**config.mk**
```make
export PLATFORM = sky130hd
export DESIGN_NAME = fetch_decode_unit
export DESIGN_NICKNAME = d
export VERILOG_FILES = /design/src/rtl/fetch_decode_unit.sv
export SDC_FILE = /design/constraint.sdc
export NUM_CORES = 1
export LEC_CHECK = 0
export ABC_CLOCK_PERIOD_IN_PS = 6400
export CORE_MARGIN = 8
export CORE_UTILIZATION = 50
export CTS_CLUSTER_SIZE = 14
export DETAILED_ROUTE_END_ITERATION = 7
export PLACE_DENSITY = 0.71
export SLEW_MARGIN = 20
export SYNTH_ARGS = -nofsm -noshare
export SYNTH_HDL_FRONTEND = slang
export SYNTH_SLANG_ARGS = --single-unit
```
**constraint.sdc**
```tcl
create_clock -name clock -period 6.4 [get_ports clock]
set_input_delay 1.6 -clock clock [delete_from_list [all_inputs] [get_ports clock]]
set_output_delay 1.6 -clock clock [all_outputs]
set_load 0.02 [all_outputs]
```
**src/rtl/fetch_decode_unit.sv**
```systemverilog
// fetch_decode_unit: instruction-side responder to the control unit.
// Owns the PC, the instruction register and a circular return-address stack,
// and decodes the held instruction into fields for the control unit, the
// register file and the ALU.
// Optional feature macro: FETCH_BOUNDS_CHECK_EN (fetches beyond IMEM_WORDS
// latch a NOP and raise the sticky fetch_fault flag).
// PC_W is expected to exceed 24 so that the jump offset can be sign-extended.
module fetch_decode_unit #(
  parameter int PC_W       = 32,
  parameter int RESET_PC   = 0,
  parameter int RAS_DEPTH  = 8,
  parameter int IMEM_WORDS = 256
) (
  input  logic            clock,
  input  logic            reset,
  input  logic            en_instruction_fetch,
  input  logic [1:0]      sig_pc_src,
  output logic [PC_W-1:0] imem_addr,
  input  logic [31:0]     imem_data,
  output logic [PC_W-1:0] pc,
  output logic [31:0]     instruction,
  output logic [1:0]      InstructionType,
  output logic [4:0]      FunctionCode,
  output logic            StopBit,
  output logic [3:0]      rd,
  output logic [3:0]      rs1,
  output logic [3:0]      rs2,
  output logic [15:0]     imm16,
  output logic [4:0]      sa,
  output logic            instruction_valid,
  output logic            ras_overflow,
  output logic            ras_underflow,
  output logic            fetch_fault
);

  localparam int SP_W  = $clog2(RAS_DEPTH);
  localparam int CNT_W = SP_W + 1;
  localparam logic [PC_W-1:0]  RESET_ADDR = PC_W'(RESET_PC);
  localparam logic [CNT_W-1:0] RAS_FULL   = CNT_W'(RAS_DEPTH);

  logic [31:0]      ir;
  logic             first_fetch;
  logic             en_q;
  logic [PC_W-1:0]  next_pc;
  logic [PC_W-1:0]  bta_off;
  logic [PC_W-1:0]  jta_off;
  logic [PC_W-1:0]  push_val;
  logic             fetch;
  logic             pop_req;
  logic             pop_ok;
  logic             push;
  logic             is_jal;
  logic             out_of_bounds;

  logic [PC_W-1:0]  ras_mem [RAS_DEPTH];
  logic [SP_W-1:0]  sp;
  logic [CNT_W-1:0] ras_count;
  logic             ras_empty;
  logic             ras_full;
  logic [PC_W-1:0]  ras_top;

  // A fetch happens only on the rising edge of the enable, so holding it
  // high performs exactly one fetch.
  assign fetch     = en_instruction_fetch & ~en_q;

  assign ras_empty = (ras_count == '0);
  assign ras_full  = (ras_count == RAS_FULL);
  assign ras_top   = ras_mem[sp];

  assign bta_off   = {{(PC_W-16){ir[16]}}, ir[16:1]};
  assign jta_off   = {{(PC_W-24){ir[24]}}, ir[24:1]};

  // The very first fetch after reset ignores the control unit's PC source
  // because there is no prior instruction to branch or return from.
  always_comb begin
    next_pc = pc + PC_W'(1);
    if (first_fetch) begin
      next_pc = RESET_ADDR;
    end else begin
      case (sig_pc_src)
        2'b01:   next_pc = pc + bta_off;
        2'b10:   next_pc = pc + jta_off;
        2'b11:   if (!ras_empty) next_pc = ras_top;
        default: next_pc = pc + PC_W'(1);
      endcase
    end
  end

  assign imem_addr = next_pc;
  assign push_val  = next_pc + PC_W'(1);
  assign is_jal    = (imem_data[26:25] == 2'b11) && (imem_data[31:27] == 5'b00001);
  assign pop_req   = fetch & ~first_fetch & (sig_pc_src == 2'b11);
  assign pop_ok    = pop_req & ~ras_empty;
  assign push      = fetch & is_jal & ~out_of_bounds;

`ifdef FETCH_BOUNDS_CHECK_EN
  localparam logic [PC_W:0] IMEM_LIMIT = (PC_W+1)'(IMEM_WORDS);

  assign out_of_bounds = ({1'b0, next_pc} >= IMEM_LIMIT);

  // Sticky record of any fetch that went past the end of instruction memory.
  always_ff @(posedge clock) begin
    if (reset) begin
      fetch_fault <= 1'b0;
    end else if (fetch && out_of_bounds) begin
      fetch_fault <= 1'b1;
    end
  end
`else
  assign out_of_bounds = 1'b0;
  assign fetch_fault   = 1'b0;
`endif

  // PC, instruction register and fetch bookkeeping; reset wins over a fetch.
  always_ff @(posedge clock) begin
    if (reset) begin
      pc                <= RESET_ADDR;
      ir                <= '0;
      instruction_valid <= 1'b0;
      first_fetch       <= 1'b1;
      en_q              <= 1'b0;
    end else begin
      en_q <= en_instruction_fetch;
      if (fetch) begin
        pc                <= next_pc;
        ir                <= out_of_bounds ? 32'h0 : imem_data;
        instruction_valid <= 1'b1;
        first_fetch       <= 1'b0;
      end
    end
  end

  // Circular return-address stack: a push on full overwrites the oldest
  // entry, and a return that lands on a JAL replaces the top in place.
  always_ff @(posedge clock) begin
    if (reset) begin
      sp        <= '0;
      ras_count <= '0;
    end else if (push && pop_ok) begin
      ras_mem[sp] <= push_val;
    end else if (push) begin
      ras_mem[sp + SP_W'(1)] <= push_val;
      sp                     <= sp + SP_W'(1);
      if (!ras_full) ras_count <= ras_count + CNT_W'(1);
    end else if (pop_ok) begin
      sp        <= sp - SP_W'(1);
      ras_count <= ras_count - CNT_W'(1);
    end
  end

  // Sticky stack error flags, cleared only by reset.
  always_ff @(posedge clock) begin
    if (reset) begin
      ras_overflow  <= 1'b0;
      ras_underflow <= 1'b0;
    end else begin
      if (push && !pop_ok && ras_full) ras_overflow  <= 1'b1;
      if (pop_req && ras_empty)        ras_underflow <= 1'b1;
    end
  end

  assign instruction     = ir;
  assign InstructionType = ir[26:25];
  assign FunctionCode    = ir[31:27];
  assign StopBit         = ir[0];
  assign rd              = ir[24:21];
  assign rs1             = ir[20:17];
  assign rs2             = ir[16:13];
  assign imm16           = ir[16:1];
  assign sa              = ir[12:8];

endmodule

```
==> reports/metrics.cfg, run 1 <==
[run_status]
status=finished, final reports clean

[sta]
hold_viol=0
slew_violations=0
slew_headroom_pct=41.6
period_needed_ns=6.36
clock_skew_ns=0.00844
timing.final.crit_share_pct=99.3
setup_ws_ns=0.0418
grt_setup_unrepaired=true
fmax_ghz=0.157
tightest_slew_ns=0.876
fin_hold_ws_ns=0.468
finalSetupViolCount=0

[power_and_ir_drop]
p_sw_share_pct=24.2
report.power.total_mw=4.80
p_per_area_nw_per_um2=218
clkPwrFrac_pct=39.8
p_sw_mw=1.16
ir_worst_vdd_mv=0.163
seq_power_share_pct=49.7
p_comb_share_pct=10.6
p_int_mw=3.64
p_leak_nw=7.70

[drt]
ant_nets=0
drt_iter0_markers=1134
drtPass1Iterations=5
drc=0
wl_um=51700
viasPerCell=5.99
num_vias=13500
wl_per_cell_um=23.0

[yosys]
synth.top_cells.by_count=edfxtp_1, nand2_1, a21oi_1
synth_nets=1592
seq_area_frac_synth_pct=52.4
synth-compound-area-share_pct=11.6
synth.most_common_cell=edfxtp_1
ys_async_sr_fraction_pct=0
postSynthAreaPerCell_um2=11.8
yosys_register_bits=335
synthSimpleGateAreaFrac_pct=13.4
synth_xor_area_share_pct=3.72
ys_types=96
synth_area_um2=17700
synth_top_area_cell=edfxtp_1
muxShareOfSynthArea_pct=9.94
syn_inst=1503
synth_top_area_share_pct=43.5
synthTopCellsByArea=edfxtp_1, dfxtp_1, mux4_2, nand2_1, ha_1
ys.flop_type=edfxtp_1
yosysWarningCount=0
synth-edff-count=256
synth_top_family_by_area=simple AND/OR/NAND/NOR gates
synthAdderAreaFrac_pct=3.76

[hold_path]
hp-class=reg2reg
hold_depth=2

[clock_tree]
clock-sinks=335
hold_buffers=0
htreeDepth=2
cts_made_buffers=35
clk_path_buf_depth=3
clkTransAtPathRegs_ns=0.05
cts_tree=done
clk_latency_ns=0.53
cts_root_buf=clkbuf_16

[die]
coreArea_um2=35200
die_w_um=204
start_util_pct=50.2
dieArea_um2=41600
num_rows=69
ios=178
die-height_um=204

[layout]
areaGrowthSynthToFinish_pct=24.5
drive_gt1_share_pct=22.5
nets=1855
antennaDiodeCount=0
final_area_um2=22000
stdcell_count=2250

[run]
drv_cap=0

[critical_path]
critPathRequiredTime_ns=4.80
critical_path_class=in2out
ff2ff_path_depth=17
cp_slowest_cell=or4b_2
crit_chain=clkdlybuf4s50_1, inv_1, ha_2, buf_4, nand2_1, nand2_1, ha_1, a21oi_2, o21ai_2, nor2_1, buf_4, or4b_2, a32o_2, clkdlybuf4s15_2
r2r_setup_slack_ns=1.53
start_kind=input port
crit_fanout=8
critPathMaxStageDelay_ns=0.57
crit_path_end_kind=primary output
arrival_ns=4.76

[place]
dp.cells=2185
post_dp_cell_area_um2=20600
detailed_place_hpwl_um=35400
io_buffers=176
pre_cts_ws_ns=-0.632
place_congestion=0.916

[grt]
antenna_found_initial=0
grt_overflow=0
grt_pass1_vias=13200
grt_pass1_wl_um=78000
grt.total_usage_pct=24.0
grt_max_degree=78

-- power groups by stage --
stage | clock network [mW] | registers (mW) | logic, mW
finish | 1.91 | 2.38 | 0.506
global route | 2.03 | 2.39 | 0.542
CTS | 1.95 | 2.38 | 0.490
detailed placement | 0 | 2.43 | 0.486
global placement | 0 | 2.43 | 0.480
floorplan | 0 | 2.44 | 0.260
-- worst paths after layout --
check                               startpoint                            to
setup / recovery                 sig_pc_src[0]                 imem_addr[26]
hold / removal    instruction[28]$_SDFFE_PP0P_  instruction[28]$_SDFFE_PP0P_
setup reg to reg            pc[0]$_SDFFE_PP0P_      ras_mem[0][26]$_DFFE_PP_
hold reg to reg   instruction[28]$_SDFFE_PP0P_  instruction[28]$_SDFFE_PP0P_
-- cells by family (layout without fill, tap and decap cells) --
group / after synthesis / in the layout
compound gates: 305 / 305
mux: 94 / 94
simple gates: 484 / 484
flops: 335 / 335
fa+ha+maj: 52 / 52
buf+inv: 157 / 443
other cells: 1 / 1
xor+xnor: 75 / 75
-- routing by layer --
layer / part of all wire [%] / up-vias / global-route usage (%)
met4: 3.4 / 0 / 9.54
met5: 0 / - / 0
li1: - / 6161 / -
met3: 8.4 / 108 / 4.31
met1: 42 / 6595 / 32.1
met2: 46 / 618 / 38.5
-- critical path: cells and delay by family --
kind            cells  cell delay, ns
buf+inv             5            1.12
simple gates        4            0.87
compound gates      3            0.63
fa+ha+maj           2            0.54
-- placed cells by master (no fill, tap or decap), types with 40 or more instances in the layout --
cell	instances
a21oi_1	110
buf_4	171
clkdlybuf4s50_1	160
dfxtp_1	76
edfxtp_1	256
ha_1	42
mux4_2	62
nand2_1	194
nor2_1	94
xnor2_1	40
-- cell type report --
| class | instances | area (um^2) |
|---|---|---|
| tap | 461 | 577 |
| multi-input combinational | 1011 | 7890 |
| fill | 2744 | 13200 |
| clock buffer | 46 | 927 |
| sequential | 335 | 9280 |
| inverter | 34 | 128 |
| clock inverter | 14 | 148 |
| timing repair buffer | 349 | 3070 |
-- per-stage QoR --
step           setup TNS [ns]  util [%]
2_1_floorplan               0         -
3_5_place_dp            -7.39      58.6
5_1_grt                -0.230      62.5
3_3_place_gp            -6.21      58.6
4_1_cts               -0.0306      62.0
6_report                    0      62.5
-- timing repair --
item	CTS	global route
endpoints found under the setup margin	15	14
pin swaps	3	11
gates resized for setup	60	56
setup buffers	3	2
-- flip-flops by register name, summed over array words and instances (netlist names), named ones only --
register           count
en_q                   1
first_fetch            1
instruction           32
instruction_valid      1
pc                    32
ras_count              4
ras_mem              256
ras_overflow           1
ras_underflow          1
sp                     3
Note: power is estimated with default switching activity, not from simulation.
==> inputs of run 2 (changes only) <==
--- a/config.mk
+++ b/config.mk
@@ -10,7 +10,7 @@
 export CORE_UTILIZATION = 50
 export CTS_CLUSTER_SIZE = 14
 export DETAILED_ROUTE_END_ITERATION = 7
-export PLACE_DENSITY = 0.71
+export PLACE_DENSITY = 0.72
 export SLEW_MARGIN = 20
 export SYNTH_ARGS = -nofsm -noshare
 export SYNTH_HDL_FRONTEND = slang
==> reports/metrics.cfg, run 2 (synthesis results as in run 1) <==
[die]
die_w_um=204  ; unchanged
num_rows=69  ; unchanged
die-height_um=204  ; unchanged
dieArea_um2=41600  ; unchanged
start_util_pct=50.2  ; unchanged
coreArea_um2=35200  ; unchanged
ios=178  ; unchanged

[sta]
hold_viol=0  ; unchanged
period_needed_ns=6.25  ; was 6.36 ns
fmax_ghz=0.160  ; was 0.157 GHz
clock_skew_ns=0.0206  ; was 0.00844 ns
slew_violations=0  ; unchanged
tightest_slew_ns=0.880  ; was 0.876 ns
fin_hold_ws_ns=0.467  ; was 0.468 ns
grt_setup_unrepaired=false  ; was true
timing.final.crit_share_pct=97.7  ; was 99.3%
finalSetupViolCount=0  ; unchanged
slew_headroom_pct=40.9  ; was 41.6%

[layout]
antennaDiodeCount=0  ; unchanged
largest_register=ras_mem  ; unchanged
largest_reg_flops=256  ; unchanged
areaGrowthSynthToFinish_pct=25.2  ; was 24.5%
nets=1854  ; was 1,855
layout_common_cells=edfxtp_1, nand2_1, clkdlybuf4s50_1, buf_4, a21oi_1  ; was edfxtp_1, nand2_1, buf_4
fillCellCount=2672  ; was 2,744
layout.cells.most_common=edfxtp_1  ; unchanged
drive_gt1_share_pct=23.1  ; was 22.5%

[run_status]
status=finished, final reports clean  ; unchanged

[grt]
grt_max_degree=76  ; was 78
grt_pass1_vias=13200  ; about the same
grt.total_usage_pct=24.0  ; about the same
antenna_found_initial=2  ; was 0
grt_pass1_wl_um=77800  ; was 78,000 um
grt_overflow=0  ; unchanged

[power_and_ir_drop]
seq_power_share_pct=49.1  ; was 49.7%
p_sw_share_pct=24.1  ; was 24.2%
p_int_mw=3.69  ; was 3.64 mW
ir_worst_vdd_mv=0.152  ; was 0.163 mV
clkPwrFrac_pct=40.5  ; was 39.8%
p_comb_share_pct=10.4  ; was 10.6%
p_per_area_nw_per_um2=219  ; was 218 nW/um^2
p_sw_mw=1.17  ; was 1.16 mW
report.power.total_mw=4.86  ; was 4.80 mW
p_leak_nw=7.72  ; was 7.70 nW

[clock_tree]
clk_path_buf_depth=3  ; unchanged
clkTransAtPathRegs_ns=0.05  ; about the same
clk_latency_ns=0.53  ; about the same
clock-sinks=335  ; unchanged
htreeDepth=2  ; unchanged
hold_buffers=0  ; unchanged
cts_tree=done  ; unchanged
cts_root_buf=clkbuf_16  ; unchanged
cts_made_buffers=35  ; unchanged

[drt]
wl_um=52000  ; was 51,700 um
num_vias=13600  ; was 13,500
drtPass1Iterations=6  ; was 5
ant_nets=0  ; unchanged
drt_iter0_markers=1102  ; was 1,134
viasPerCell=6.03  ; was 5.99
drc=0  ; unchanged
wl_per_cell_um=23.1  ; was 23.0 um

[place]
place_congestion=0.965  ; was 0.916
io_buffers=176  ; unchanged
detailed_place_hpwl_um=35600  ; was 35,400 um

[hold_path]
hp-class=reg2reg  ; unchanged
min_from=instruction_valid$_SDFFE_PP0P_  ; was instruction[28]$_SDFFE_PP0P_

[critical_path]
r2r_setup_slack_ns=1.54  ; was 1.53 ns
critPathTopFamily=buffers and inverters  ; unchanged
critPathRequiredTime_ns=4.80  ; about the same
critPathMaxStageDelay_ns=0.49  ; was 0.57 ns
crit_fanout=8  ; unchanged
arrival_ns=4.65  ; was 4.76 ns
crit_start=sig_pc_src[0]  ; unchanged
r2r-start=pc[0]$_SDFFE_PP0P_  ; unchanged
cp_slowest_cell=clkdlybuf4s50_1  ; was or4b_2
crit_chain=clkdlybuf4s50_1, inv_2, ha_4, buf_6, nand2_1, nand2_2, ha_4, buf_4, nand2_1, buf_4, a311oi_4, a21oi_2, o31ai_2, a31oi_1, xnor2_1, a22oi_2, inv_1, buf_4  ; was clkdlybuf4s50_1, inv_1, ha_2, buf_4, nand2_1, nand2_1, ha_1, a21oi_2, o21ai_2, nor2_1, buf_4, or4b_2, a32o_2, clkdlybuf4s15_2
critical_path_class=in2out  ; unchanged
cpMostUsedCell=buf_4
start_kind=input port  ; unchanged
crit_buf_inv=7  ; was 5
crit_path_end_kind=primary output  ; unchanged

[run]
drv_cap=0  ; unchanged

## run 2: per-stage QoR
stage,std cells,setup WS [ns],utilization (%),TNS [ns],area [um^2]
finish,2252,0.150,62.8,0,22100
global route,2252,0.00128,62.8,0,22100
CTS,2248,-0.0708,62.4,-0.111,22000
detailed placement,2184,-0.649,58.8,-6.57,20700
global placement,2184,-0.688,58.8,-6.33,20700
floorplan,1503,0.272,-,0,17700
## run 2: cell type report
type / count / area [um^2] / share of cell area [%]
inverter: 34 / 128 / 0.577
tap: 461 / 577 / 2.61
clock buffer: 44 / 931 / 4.21
clock inverter: 19 / 164 / 0.740
multi-input combinational: 1011 / 7930 / 35.8
timing repair buffer: 348 / 3130 / 14.1
sequential: 335 / 9280 / 41.9
## run 2: path summary, 6_finish.rpt
path                               endpoint  depth (start not counted)
max                           imem_addr[31]                         18
min          instruction_valid$_SDFFE_PP0P_                          2
max reg2reg        ras_mem[6][26]$_DFFE_PP_                         16
min reg2reg  instruction_valid$_SDFFE_PP0P_                          2
## run 2: repair_timing
item,4_1_cts,5_1_grt
endpoints found under the hold margin,0,0
setup buffers,1,4
cloned,0,0
endpoints found under the setup margin,15,15
pin swaps,10,15
gates resized for setup,77,46
## run 2: power by group through the flow
stage / sequential, mW / combinational, mW / clock, mW
global route: 2.39 / 0.540 / 2.07
detailed placement: 2.43 / 0.486 / 0
global placement: 2.43 / 0.480 / 0
finish: 2.39 / 0.506 / 1.97
CTS: 2.38 / 0.493 / 1.99
floorplan: 2.44 / 0.260 / 0
## run 2: routing by layer
metal,part of all wire (%),up-vias,wire length (um),GRT usage [%]
li1,-,6165,-,-
met1,40,6598,20600,31.1
met2,47,676,24300,38.9
met3,9.4,134,4870,4.80
met4,4.1,4,2150,10.4
met5,0.054,-,28,0
## run 2: worst min-delay path, stage by stage (launching register included)
cell and delay, ns:
dfxtp_1 0.32, nor2_1 0.04, nor2_1 0.07
